$ cat src/rtl/truth_table_sweeper.sv
// truth_table_sweeper
// Drives every input vector of a small combinational block in ascending
// order, samples its output after a programmable settle time, and compares
// the captured truth table against an expected table latched at start.
module truth_table_sweeper #(
  parameter int unsigned N_IN   = 3,
  parameter int unsigned SETTLE = 1
) (
  input  logic                  i_clk,
  input  logic                  i_rst,
  input  logic                  i_start,
  input  logic [(1<<N_IN)-1:0]  i_expected,
  input  logic                  i_f,
  output logic [N_IN-1:0]       o_abc,
  output logic                  o_busy,
  output logic                  o_done,
  output logic [(1<<N_IN)-1:0]  o_table,
  output logic                  o_pass,
  output logic [N_IN:0]         o_mismatch_cnt
);

  localparam int unsigned ROWS = 1 << N_IN;
  localparam int unsigned CW   = (SETTLE > 1) ? $clog2(SETTLE) : 1;
  localparam logic [CW-1:0]   CNT_LAST = CW'(SETTLE - 1);
  localparam logic [N_IN-1:0] ABC_LAST = '1;

  typedef enum logic {
    IDLE  = 1'b0,
    SWEEP = 1'b1
  } state_t;

  state_t               r_state;
  state_t               w_state_next;

  logic [N_IN-1:0]      r_abc;
  logic [CW-1:0]        r_cnt;
  logic [ROWS-1:0]      r_exp;
  logic [ROWS-1:0]      r_table;
  logic [N_IN:0]        r_mis;
  logic                 r_pass;
  logic                 r_done;

  logic                 w_sample;
  logic                 w_last;
  logic                 w_miss;
  logic [N_IN:0]        w_mis_next;

  // Sample-edge decode and running mismatch count including the current row
  always_comb begin
    w_sample   = (r_state == SWEEP) && (r_cnt == CNT_LAST);
    w_last     = (r_abc == ABC_LAST);
    w_miss     = (i_f != r_exp[r_abc]);
    w_mis_next = r_mis + {{N_IN{1'b0}}, w_miss};
  end

  // State register
  always_ff @(posedge i_clk) begin
    if (i_rst) r_state <= IDLE;
    else       r_state <= w_state_next;
  end

  // Next-state logic: start leaves IDLE, the final sample returns to IDLE
  always_comb begin
    w_state_next = r_state;
    unique case (r_state)
      IDLE:  if (i_start)            w_state_next = SWEEP;
      SWEEP: if (w_sample && w_last) w_state_next = IDLE;
      default:                       w_state_next = IDLE;
    endcase
  end

  // Sweep datapath: vector stepping, settle counting, capture and compare
  always_ff @(posedge i_clk) begin
    if (i_rst) begin
      r_abc   <= '0;
      r_cnt   <= '0;
      r_exp   <= '0;
      r_table <= '0;
      r_mis   <= '0;
      r_pass  <= 1'b0;
      r_done  <= 1'b0;
    end else begin
      r_done <= 1'b0;
      unique case (r_state)
        IDLE: begin
          if (i_start) begin
            r_abc   <= '0;
            r_cnt   <= '0;
            r_exp   <= i_expected;
            r_table <= '0;
            r_mis   <= '0;
            r_pass  <= 1'b0;
          end
        end
        SWEEP: begin
          if (!w_sample) begin
            r_cnt <= r_cnt + CW'(1);
          end else begin
            r_table[r_abc] <= i_f;
            r_mis          <= w_mis_next;
            r_cnt          <= '0;
            if (!w_last) begin
              r_abc <= r_abc + N_IN'(1);
            end else begin
              r_abc  <= '0;
              r_done <= 1'b1;
              r_pass <= (w_mis_next == '0);
            end
          end
        end
        default: ;
      endcase
    end
  end

  // Output decode
  always_comb begin
    o_busy         = (r_state == SWEEP);
    o_abc          = r_abc;
    o_done         = r_done;
    o_table        = r_table;
    o_pass         = r_pass;
    o_mismatch_cnt = r_mis;
  end

endmodule

$ cat config.mk
export PLATFORM = sky130hd
export DESIGN_NAME = truth_table_sweeper
export DESIGN_NICKNAME = d
export VERILOG_FILES = /design/src/rtl/truth_table_sweeper.sv
export SDC_FILE = /design/constraint.sdc
export NUM_CORES = 1
export LEC_CHECK = 0
export ABC_CLOCK_PERIOD_IN_PS = 2800
export CAP_MARGIN = 40
export CORE_AREA = 4 4 54 61
export CTS_CLUSTER_SIZE = 14
export DETAILED_ROUTE_END_ITERATION = 10
export DIE_AREA = 0 0 58 65
export PLACE_DENSITY = 0.75
export SLEW_MARGIN = 5
export SYNTH_ARGS = -nofsm -noshare
export SYNTH_HDL_FRONTEND = slang
export SYNTH_SLANG_ARGS = --single-unit
$ cat constraint.sdc
create_clock -name i_clk -period 2.8 [get_ports i_clk]
set_input_delay 0.42 -clock i_clk [delete_from_list [all_inputs] [get_ports i_clk]]
set_output_delay 0.42 -clock i_clk [all_outputs]
set_load 0.1 [all_outputs]
# == After elaboration in Yosys (flattened, before gate mapping) ==
# Cells that the tools add are included.
# word_totals
inputBits,12
regBits,27
output_inout_bits,18
# classes
magnitude_cmp,2
n_reduce_logical,8
muxes,25
eq_ne,5
n_addsub,3
bitwise_logic,3
# ops
op,n
$mux 8,2
$pmux 8 s2,1
$mux 1,9
$mux 3,3
$bwmux 8,1
$mux 4,2
$pmux 4 s2,1
$pmux 1 s2,3
$pmux 3 s2,1
$add 4x1->4,1
$logic_not 4->1,1
$lt 3x4->1 const B,1
$ne 2x1->1 const B,2
$reduce_and 2->1,2
$add 3x1->3 const B,1
$bmux 1 s3,1
$demux 1 s3,1
$eq 3x3->1 const B,1
$ge 3x1->1 const B,1
$logic_and 1x1->1,3
$not 1->1,3
$reduce_and 3->1,1
$reduce_or 3->1,1
$ne 2x2->1 const B,1
2 further kinds,2

# == Depth between registers and ports, before layout ==
# depth
depth_word,8
ltp_mapped,12

# == Worst setup path after synthesis ==
# Ideal clock, no wire load.
# synth_timing
kind,register -> register
startpoint,"register r_abc[0], in the netlist o_abc[0]"
endpoint,"register r_pass, in the netlist o_pass"
period_less_slack_ns,3.085
setup_slack_ns,-0.285
stages_incl_launch_ff,13
t_arrival_ns,3.014
setup_ns,0.071
cell_sequence,dfxtp_1 buf_2 mux2i_1 o22ai_1 nor2_1 xnor2_1 ha_1 ha_1 inv_1 nor2_1 or3_1 a2111o_1 a21oi_1
# synth_between
elab_chain_len,8
elab_cells_between_ends,11
# synth_lines
item,line,source
"start, declared",35,logic [N_IN-1:0] r_abc;
"start signal, assigned",103,r_abc <= r_abc + N_IN'(1);
$bmux 1 s3,52,w_miss = (i_f != r_exp[r_abc]);
$mux 1 (not written as such),52,
$ne 1x1->1,52,
$add 4x1->4,53,"w_mis_next = r_mis + {{N_IN{1'b0}}, w_miss};"
$logic_not 4->1,107,r_pass <= (w_mis_next == '0);
$mux 1,102,if (!w_last) begin
$mux 1,96,if (!w_sample) begin
$pmux 1 s2,84,unique case (r_state)
"end signal, assigned",107,
"end, declared",40,logic r_pass;
# Several ways; a longest one is shown, not always the timed one. The select of a mux whose other input is x is not followed.
# A chain may end at the register's enable or synchronous reset.

# == Worst setup path in the final report ==
# layout_timing
startpoint,"register r_abc[1], in the netlist o_abc[1]"
endpoint,"register r_pass, in the netlist o_pass"
# The elaborated chain is that of the path after synthesis.

==> flow_metrics.py <==
metrics = {
    "routing": {
        "drc": 0,
        "wire_per_inst_um": 13.5,
        "drt_iter0_drc": 52,
        "ant_nets": 0,
        "drt_first_pass_iters": 4,
        "via_per_inst": 5.51,
        "dr_total_vias": 1157,
        "wl_mm": 2.83,
    },
    "setup_path": {
        "r2r-start": "o_abc[1]",
        "r2r_slack_ns": 0.17,
        "worst-path-max-fanout": 15,
        "worstReg2RegEnd": "o_pass",
        "critPathLaunchType": "flop",
        "cp-end-kind": "flop",
        "crit_chain": "mux2_2, a22oi_1, o22ai_1, nor2_1, xnor2_1, ha_1, ha_1, or3_1, a2111o_1, a21oi_1",
        "critPathArrivalTime_ns": 2.90,
        "crit_path_max_incr_delay_ns": 0.50,
        "critPathMostFrequentCell": "ha_1",
        "critPathKind": "reg2reg",
        "cp.required_ns": 3.07,
        "slowest_stage": "dfxtp_2",
        "rr_worst_depth": 10,
    },
    "sta": {
        "setup_tns_ns": 0,
        "skew_ns": 0.00201,
        "hold_ws_ns": 0.465,
        "maxSlewHeadroom_pct": 58.6,
        "finalCriticalPeriod_ns": 2.63,
        "worst_pin_slew_ns": 0.621,
        "fmax_ghz": 0.380,
        "period_share_pct": 93.9,
        "postLayoutSetupSlackWorst_ns": 0.171,
        "setup_viol": 0,
        "final_max_slew_viol_count": 0,
        "finalHoldViolations": 0,
        "rsz0062_at_grt": "no",
    },
    "floorplanning": {
        "dieArea_um2": 3770,
        "row_count": 20,
        "die_y_um": 65,
        "die_width_um": 58,
        "pin_count": 30,
        "start_util_pct": 45.6,
        "coreArea_um2": 2700,
    },
    "clocking": {
        "post_cts_buffers": 0,
        "cts_made_buffers": 3,
        "htree_num_levels": 1,
        "clk_path_buf_depth": 2,
        "cts.clk_slew.worst_paths_ns": 0.14,
        "cts_tree": "yes",
        "post_cts_resized": 0,
        "clock-root-buffer": "clkbuf_4",
        "clock_latency_ns": 0.32,
        "cts_sinks": 27,
        "ctsHoldBuffers": 0,
    },
    "min_path": {
        "hold_end": "r_exp[0]",
        "hold_depth": 2,
        "hold_class": "reg2reg",
        "min_from": "r_exp[0]",
    },
    "run_status": {
        "status": "finished clean",
    },
    "final_layout": {
        "antenna_cells": 0,
        "syn_to_final_growth_pct": 24.4,
        "nets": 194,
        "most-common-layout-cells": "24 x dfxtp_1, 21 x nand2_1, 21 x buf_4",
        "post_route_cells_drive_above_1_share_pct": 18.1,
        "design_area_um2": 1540,
        "n_fill_cell": 249,
        "final_common_cell": "dfxtp_1",
    },
    "power_and_ir_drop": {
        "irDropWorstVdd_v": 0.000245,
        "p_switching_mw": 0.217,
        "power_frac_comb_pct": 19.1,
        "total_leakage_power_nw": 0.600,
        "clkPwrFrac_pct": 23.5,
        "swShare_pct": 30.2,
        "power_density_nw_per_um2": 468,
        "p_int_mw": 0.501,
        "p_seq_share_pct": 57.3,
        "total_power_mw": 0.718,
    },
    "yosys": {
        "synth.net_count": 167,
        "async_flop_share_pct": 0,
        "syn-mean-instance-area_um2": 8.17,
        "ys.flop_type": "dfxtp_1",
        "post-synth-top-area-cell": "dfxtp_1",
        "yosys-top-cells-area": "dfxtp_1 44%, a21oi_1 6.5%, nand2_1 6.4%, nor2_1 5.5%, a22oi_1 4.3%",
        "netlist_area_um2": 1230,
        "seq_area_frac_synth_pct": 43.8,
        "synth.top_cell.area_share_pct": 43.8,
        "synth_cell_types": 32,
        "yosys_warnings": 0,
        "synth-edff-count": 0,
        "postSynthCellCount": 151,
        "ys_seq_elements": 27,
    },
    "flow_run": {
        "cap_violations": 0,
    },
    "global_route": {
        "antenna_found_initial": 0,
        "grt_max_degree": 27,
        "gr-total-overflow": 0,
        "grt_pass1_vias": 1080,
        "grt_pass1_wl_mm": 4.58,
        "grt.total_usage_pct": 15.6,
    },
    "place": {
        "dpl.hpwl_mm": 2.09,
        "dp_slack_ns": 0.210,
        "place_area_um2": 1510,
        "gp_congestion": 0.792,
        "portBuffers": 29,
    },
}
-- worst max-delay path, delay by kind of cell (launching register included) --
| kind | cells | cell delay [ns] |
|---|---|---|
| DFF | 1 | 0.50 |
| AOI/OAI and AO/OA | 4 | 0.63 |
| adders and majority gates | 2 | 0.45 |
| xor gates and xnor gates | 1 | 0.14 |
| muxes | 1 | 0.38 |
| and+or+nand+nor | 2 | 0.48 |
-- power groups by stage --
stage	Clock, mW	Combinational [mW]	Sequential (mW)
detailed placement	0	0.138	0.420
CTS	0.177	0.138	0.412
global route	0.192	0.149	0.414
finish	0.169	0.137	0.412
floorplan	0	0.0656	0.451
global placement	0	0.132	0.419
-- cell families after synthesis --
kind of cell / Yosys count / share of synthesized area, %
compound gates: 37 / 19.0
fa+ha+maj: 4 / 4.06
xor+xnor: 2 / 1.42
flops: 27 / 43.8
simple gates: 64 / 24.0
buf+inv: 14 / 5.17
mux: 3 / 2.54
-- stage by stage --
stage | utilization [%] | std cells
detailed placement | 55.8 | 206
finish | 56.8 | 210
floorplan | - | 151
CTS | 56.8 | 210
global placement | 55.3 | 205
global route | 56.8 | 210
-- worst max-delay path by stage --
stage | startpoint | cells after the start | slack, ns | to
after global routing | o_abc[1] | 12 | 0.007 | o_pass
after detailed placement | o_abc[1] | 10 | 0.21 | o_pass
after floorplan | o_abc[1] | 12 | 0.08 | o_pass
after CTS | o_abc[1] | 10 | 0.18 | o_pass
final | o_abc[1] | 10 | 0.17 | o_pass
after global placement | o_abc[1] | 10 | 0.28 | o_pass
-- synth_stat cells, drive strengths merged (3+ instances only) --
cell type,number
a21oi,16
a22oi,7
buf,5
clkbuf,6
dfxtp,27
ha,4
inv,3
nand2,22
nand2b,3
nand3,9
nand4,4
nor2,19
o21ai,4
-- metal layers --
metal  global-route usage (%)  wire length (µm)  vias to the layer above
met5                        0                 0                        -
met4                     7.83                60                        0
met3                     2.19               122                        6
met2                     28.1              1430                       23
met1                     17.4              1220                      545
li1                         -                 -                      583
-- final cells by class --
cell class              instances  area [µm²]  share of cell area [%]
inverters                       3        11.3                   0.733
flip-flops and latches         27         544                    35.5
clock buffers                   4        26.3                    1.71
repair buffers                 33         283                    18.4
multi-input cells             110         629                    41.0
well taps                      33        41.3                    2.69
-- flip-flops by register name (all words and copies together), names as in the netlist --
register / cells
o_mismatch_cnt: 4
o_done: 1
o_abc: 3
o_busy: 1
o_table: 8
o_pass: 1
r_exp: 8
r_cnt: 1
Power figures use the tool's default switching activity.
